<file path="src/rtl/hamming_best_match.sv">
// hamming_best_match - tracks best/second-best Hamming distance per query and
// emits one thresholded, ratio-tested match result.
module hamming_best_match #(
  parameter int         IDX_W     = 10,
  parameter int         MAX_DIST  = 64,
  parameter logic [3:0] RATIO_NUM = 4'd3,
  parameter logic [3:0] RATIO_DEN = 4'd4
) (
  input  logic             i_clk,
  input  logic             i_rst,
  input  logic             i_start,
  input  logic             i_ready,
  input  logic [15:0]      i_value,
  input  logic             i_last,
  output logic             o_ready,
  output logic             o_match,
  output logic [IDX_W-1:0] o_index,
  output logic [15:0]      o_best,
  output logic [15:0]      o_second,
  output logic             o_ovf
);

  typedef enum logic [1:0] {IDLE, SCAN, DECIDE, DONE} state_t;

  localparam logic [15:0]      MAX_D   = 16'(MAX_DIST);
  localparam logic [IDX_W-1:0] CNT_MAX = '1;

  state_t           state, state_nxt;
  logic [15:0]      best, best_nxt, second, second_nxt;
  logic [IDX_W-1:0] best_idx, best_idx_nxt, count, count_nxt;
  logic [19:0]      pa, pb;
  logic             ovf_nxt;
  logic             fresh;
  logic             sample;

  // A start pulse clears the tracker first, so a same-cycle sample lands as index 0.
  always_comb begin
    state_nxt    = state;
    best_nxt     = best;
    second_nxt   = second;
    best_idx_nxt = best_idx;
    count_nxt    = count;
    ovf_nxt      = o_ovf;
    sample       = i_ready && (i_start || (state == SCAN));

    if (i_start) begin
      best_nxt     = '1;
      second_nxt   = '1;
      best_idx_nxt = '0;
      count_nxt    = '0;
      ovf_nxt      = 1'b0;
      state_nxt    = SCAN;
    end else if (state == DECIDE) begin
      state_nxt = DONE;
    end

    if (sample) begin
      if (i_value < best_nxt) begin
        second_nxt   = best_nxt;
        best_nxt     = i_value;
        best_idx_nxt = count_nxt;
      end else if (i_value < second_nxt) begin
        second_nxt = i_value;
      end

      if (i_last) begin
        state_nxt = DECIDE;
      end else if (count_nxt == CNT_MAX) begin
        state_nxt = DECIDE;
        ovf_nxt   = 1'b1;
      end

      if (count_nxt != CNT_MAX) begin
        count_nxt = count_nxt + IDX_W'(1);
      end
    end
  end

  always_ff @(posedge i_clk or posedge i_rst) begin
    if (i_rst) begin
      state    <= IDLE;
      best     <= '1;
      second   <= '1;
      best_idx <= '0;
      count    <= '0;
      pa       <= '0;
      pb       <= '0;
      fresh    <= 1'b0;
      o_ready  <= 1'b0;
      o_match  <= 1'b0;
      o_index  <= '0;
      o_best   <= '1;
      o_second <= '1;
      o_ovf    <= 1'b0;
    end else begin
      state    <= state_nxt;
      best     <= best_nxt;
      second   <= second_nxt;
      best_idx <= best_idx_nxt;
      count    <= count_nxt;
      o_ovf    <= ovf_nxt;
      o_ready  <= 1'b0;

      // A start arriving during DECIDE drops the pending result.
      if (state == DECIDE) begin
        pa    <= {4'd0, best} * {16'd0, RATIO_DEN};
        pb    <= {4'd0, second} * {16'd0, RATIO_NUM};
        fresh <= !i_start;
      end

      if ((state == DONE) && fresh) begin
        fresh    <= 1'b0;
        o_ready  <= 1'b1;
        o_match  <= (best <= MAX_D) && (pa < pb);
        o_index  <= best_idx;
        o_best   <= best;
        o_second <= second;
      end
    end
  end

endmodule

</file>
<file path="config.mk">
export PLATFORM = sky130hd
export DESIGN_NAME = hamming_best_match
export DESIGN_NICKNAME = d
export VERILOG_FILES = /design/src/rtl/hamming_best_match.sv
export SDC_FILE = /design/constraint.sdc
export NUM_CORES = 1
export LEC_CHECK = 0
export CORE_ASPECT_RATIO = 0.5
export CORE_UTILIZATION = 45
export CTS_BUF_LIST = sky130_fd_sc_hd__clkbuf_16
export DETAILED_ROUTE_END_ITERATION = 8
export PLACE_DENSITY = 0.67
export SYNTH_ARGS = -nofsm -noshare
export SYNTH_HDL_FRONTEND = slang
export SYNTH_SLANG_ARGS = --single-unit
</file>
<file path="constraint.sdc">
create_clock -name i_clk -period 6.8 [get_ports i_clk]
set_input_delay 2.04 -clock i_clk [delete_from_list [all_inputs] [get_ports i_clk]]
set_output_delay 2.04 -clock i_clk [all_outputs]
set_load 0.02 [all_outputs]
</file>
### Word level (Yosys, flattened, before mapping)

Cells that the tools add are included.

| operators by class | value |
|---|---|
| add/sub/neg operators | 1 |
| multipliers | 1 |
| magnitude comparators | 4 |
| equality and inequality tests | 5 |
| multiplexer cells | 25 |
| reduce and logical (&&, ||, !) cells | 6 |

Operator list:

| operator | number |
|---|---|
| $mux 16 | 7 |
| $mux 10 | 6 |
| $lt 16x16->1 | 2 |
| $lt 18x18->1 | 1 |
| $mul 16x2->18 const B | 1 |
| $le 16x7->1 const B | 1 |
| $add 10x1->10 const B | 1 |
| $eq 10x10->1 const B | 1 |
| $mux 2 | 5 |
| $ne 10x10->1 const B | 1 |
| $mux 1 | 7 |
| $eq 2x2->1 const B | 2 |
| $logic_and 1x1->1 | 3 |
| $eq 2x1->1 const B | 1 |
| $reduce_bool 2->1 | 1 |
| $logic_not 1->1 | 1 |
| $logic_or 1x1->1 | 1 |

| storage, ports and cells | value |
|---|---|
| register bits | 134 |
| input port bits | 21 |
| output and inout bits | 45 |
| word-level logic and storage cells | 56 |

### Depth between registers and ports, before layout

| logic depth | value |
|---|---|
| depth in word-level cells | 6 |
| mapped depth | 14 |
| mapped depth without buffers | 9 |

### Worst setup path after synthesis

No wires, ideal clock.

| path | value |
|---|---|
| path kind | input port to flip-flop |
| from | input port i_start |
| to | register second[13] |
| library setup time | 0.105 ns |
| arrival | 4.777 ns |
| data required time | 6.695 ns |
| slack | 1.917 ns |
| stages on the path | 14 |
| buffers on the path | 5 |
| cells stage by stage | buf_2 > buf_1 > buf_1 > nor2_1 > ha_1 > a21o_1 > a21o_1 > a21oi_1 > a21oi_1 > a2111o_1 > buf_4 > and3b_1 > buf_6 > a222oi_1 |

| between the ends | value |
|---|---|
| longest elaborated chain between the ends | 5 |
| elaborated cells between the ends (all ways) | 9 |
| those cells by class | order compare: 2; mux: 5; reduce/logical: 2 |

RTL lines:

| what | RTL line | RTL |
|---|---|---|
| from (decl) | 11 | `input logic i_start,` |
| $mux 16 | 46 | `if (i_start) begin` |
| $lt 16x16->1 | 62 | `end else if (i_value < second_nxt) begin` |
| $mux 16 | 62 |  |
| $mux 16 | 58 | `if (i_value < best_nxt) begin` |
| $mux 16 * | 57 | `if (sample) begin` |
| named net second_nxt[13] | 29 | `logic [15:0] best, best_nxt, second, second_nxt;` |
| to (signal assigned) | 98 | `second <= second_nxt;` |
| to (decl) | 29 |  |

The timed path passes the listed nets; every way through them passes the cells marked *.
A chain may end at the register's enable or synchronous reset.

### Worst setup path after layout

| path | value |
|---|---|
| from | input port i_start |
| to | register second[0] |

The elaborated chain is that of the path after synthesis.

==> impl_metrics.toml <==
[setup_path]
critPathMaxStageDelay_ns = 0.63
path_cells = "buf_2 -> nor2_1 -> ha_1 -> nand4_1 -> nor2_1 -> o21ai_0 -> o21ai_0 -> nor2_1 -> a221oi_1"
crit_type = "in2reg"
crit_start = "i_start"
reg2reg_depth = 8
start_kind = "primary input"
path_common_cell = "nor2_1"
critical_path_required_ns = 7.10
timing.rr.start = "second[5]$_DFF_PP1_"
ff2ff_setup_slack_ns = 3.73
cp_slowest_cell = "o21ai_0"
cp_max_fo = 35
endpoint_kind = "flip-flop"
reg2reg_to = "pb[17]$_DFFE_PP0P_"
crit_arrival_ns = 5.00

[timing]
drv_slew = 0
finalSetupViolCount = 0
tightest_slew_ns = 0.789
timing.final.crit_share_pct = 69.2
rsz0062_at_grt = "false"
whs_ns = 0.476
slew_headroom_pct = 47.4
fin_crit_ns = 4.71
fin_tns_setup_ns = 0
clock.fmax_mhz = 212
skew_ns = 0.0117
hold_viol_final = 0

[job]
cap_violations = 0

[place]
gp_congestion = 0.863
dp_hpwl_um = 12600
place_area_um2 = 8020
dp.cells = 962
portBuffers = 65

[route]
drc = 2
drt_first_pass_iters = 7
drt-total-wl_um = 17400
viasPerCell = 5.49
ant_nets = 0
via_count = 5460
wire_per_inst_um = 17.5
drtIter0Drc = 373

[layout]
fin_cells = 994
fin_area_um2 = 8700
area.growth.synth_to_final_pct = 21.5
regArea_um2 = 3430
fillers = 1325
nets = 863
drive_gt1_share_pct = 19.1
final_common_cell = "nand2_1"
multi_input_area_um2 = 3430
diodes = 0
layout_common_cells = "nand2_1, nor2_1, dfrtp_1"

[cts]
cts_tree = "done"
clk-insertion-delay-late_ns = 0.42
h-tree-depth = 4
post_cts_buffers = 0
root_buffer = "clkbuf_16"
clkSinkCount = 134
clockBufferDepth = 2
postCtsHoldBufs = 0
cts_buffers = 17
cts.clk_slew.worst_paths_ns = 0.06
post_cts_resized = 0

[synth]
synthDistinctLibCells = 56
yosysSeqAreaShare_pct = 48.0
syn_area_per_cell_um2 = 10.1
yosysWarnings = 0
synthCells = 710
ys_seq_elements = 134
synth_edf_count = 0
ys.flop_type = "dfrtp_1"
ys_async_sr_fraction_pct = 100
synth_area_um2 = 7160
synthesis.nets = 796

[global_route]
grt_max_degree = 64
antenna_found_initial = 0
grt_pass1_vias = 5671
grt.total_usage_pct = 22.7
overflow = 0
grt_pass1_wl_um = 28900

[status]
violations = "design-rule violations"
status = "finished, violations left"

[pwr]
p_sw_mw = 1.04
intPower_mw = 2.25
power.share.clock_pct = 32.2
power.leakage_nw = 4.10
vdd_drop_max_mv = 0.135
switching_share_pct = 31.6
power_frac_comb_pct = 29.9
p_seq_share_pct = 37.9
power-per-cell-area_nw_per_um2 = 378

[die]
core_area_um2 = 15500
fp-row-count = 32
initial_core_util_pct = 46.3
die_h_um = 91.2
pin_count = 66
die_x_um = 180
dieArea_um2 = 16400

[hold_path]
min-delay-path-class = "reg2reg"
hp-start = "pb[1]$_DFFE_PP0P_"
hold_depth = 2
min_to = "pb[1]$_DFFE_PP0P_"
-- layout make-up --
type	instances	share of cell area, %
clock buffers	17	4.89
clock inverters	15	2.89
inverters	50	2.19
multi-input cells	501	39.5
flip-flops and latches	134	39.5
well taps	204	2.94
repair buffers	73	8.12
-- worst max-delay path: cells and delay by family --
family | cells | cell delay [ns]
AND/OR/NAND/NOR | 4 | 0.82
AO/OA/AOI/OAI | 3 | 1.24
adder cells (fa/ha/maj) | 1 | 0.35
buffers and inverters | 1 | 0.54
-- cell usage after synthesis, types with 6 or more instances --
master	count	area share, %
mux2_2	35	5.5
inv_1	50	2.6
ha_1	64	11
nor2b_1	9	0.79
nor3_1	6	0.42
nand2_1	93	4.9
nand4_1	10	0.87
xnor2_1	11	1.3
or2_2	6	0.52
a21oi_1	39	2.7
o21ai_0	36	2.5
dfstp_2	64	23
a222oi_1	8	1.1
a21o_1	16	1.7
clkbuf_1	16	0.84
dfrtp_1	70	24
xor2_1	10	1.2
nor2_1	78	4.1
nand3_1	7	0.49
mux2i_1	10	1.4
-- metal layers --
metal	part of all wire (%)	global-route usage (%)
met4	1.4	7.05
met5	0	0
met2	47	36.9
met1	45	30.0
met3	6.6	5.54
-- how the worst max path moves through the flow --
stage / endpoint / cells after the start
floorplan: best_idx[0]$_DFF_PP0_ / 1
global placement: second[2]$_DFF_PP1_ / 10
detailed placement: second[6]$_DFF_PP1_ / 10
CTS: second[0]$_DFF_PP1_ / 9
global route: second[0]$_DFF_PP1_ / 9
finish: second[0]$_DFF_PP1_ / 9
-- state kept, by name (all words and copies together) (netlist names), 2 cells and up --
| register | cells |
|---|---|
| count | 10 |
| pa | 16 |
| second | 16 |
| best | 16 |
| o_second | 16 |
| best_idx | 10 |
| state | 2 |
| o_index | 10 |
| pb | 18 |
| o_best | 16 |
-- per-stage QoR --
step | power [mW] | utilization (%) | worst slack (ns)
after floorplan | 1.86 | - | 1.28
after global placement | 2.21 | 51.9 | 1.95
final | 3.29 | 56.3 | 2.09
after global routing | 3.49 | 56.3 | 1.85
after detailed placement | 2.24 | 51.9 | 1.83
after CTS | 3.31 | 56.3 | 2.20
-- power groups by stage --
stage | logic, mW | clock network (mW) | registers [mW]
after floorplan | 0.522 | 0 | 1.33
after global placement | 0.952 | 0 | 1.25
after detailed placement | 0.982 | 0 | 1.26
after CTS | 0.993 | 1.07 | 1.25
after global routing | 1.10 | 1.11 | 1.28
final | 0.984 | 1.06 | 1.25
-- cells by family after synthesis --
kind of cell	Yosys count	synth area share (%)
DFF	134	48.0
AOI/OAI and AO/OA	142	13.0
xor gates and xnor gates	21	2.57
and+or+nand+nor	228	13.9
adders and majority gates	65	11.5
buffers and inverters	75	4.13
muxes	45	6.90
Note: power is estimated with default switching activity, not from simulation.
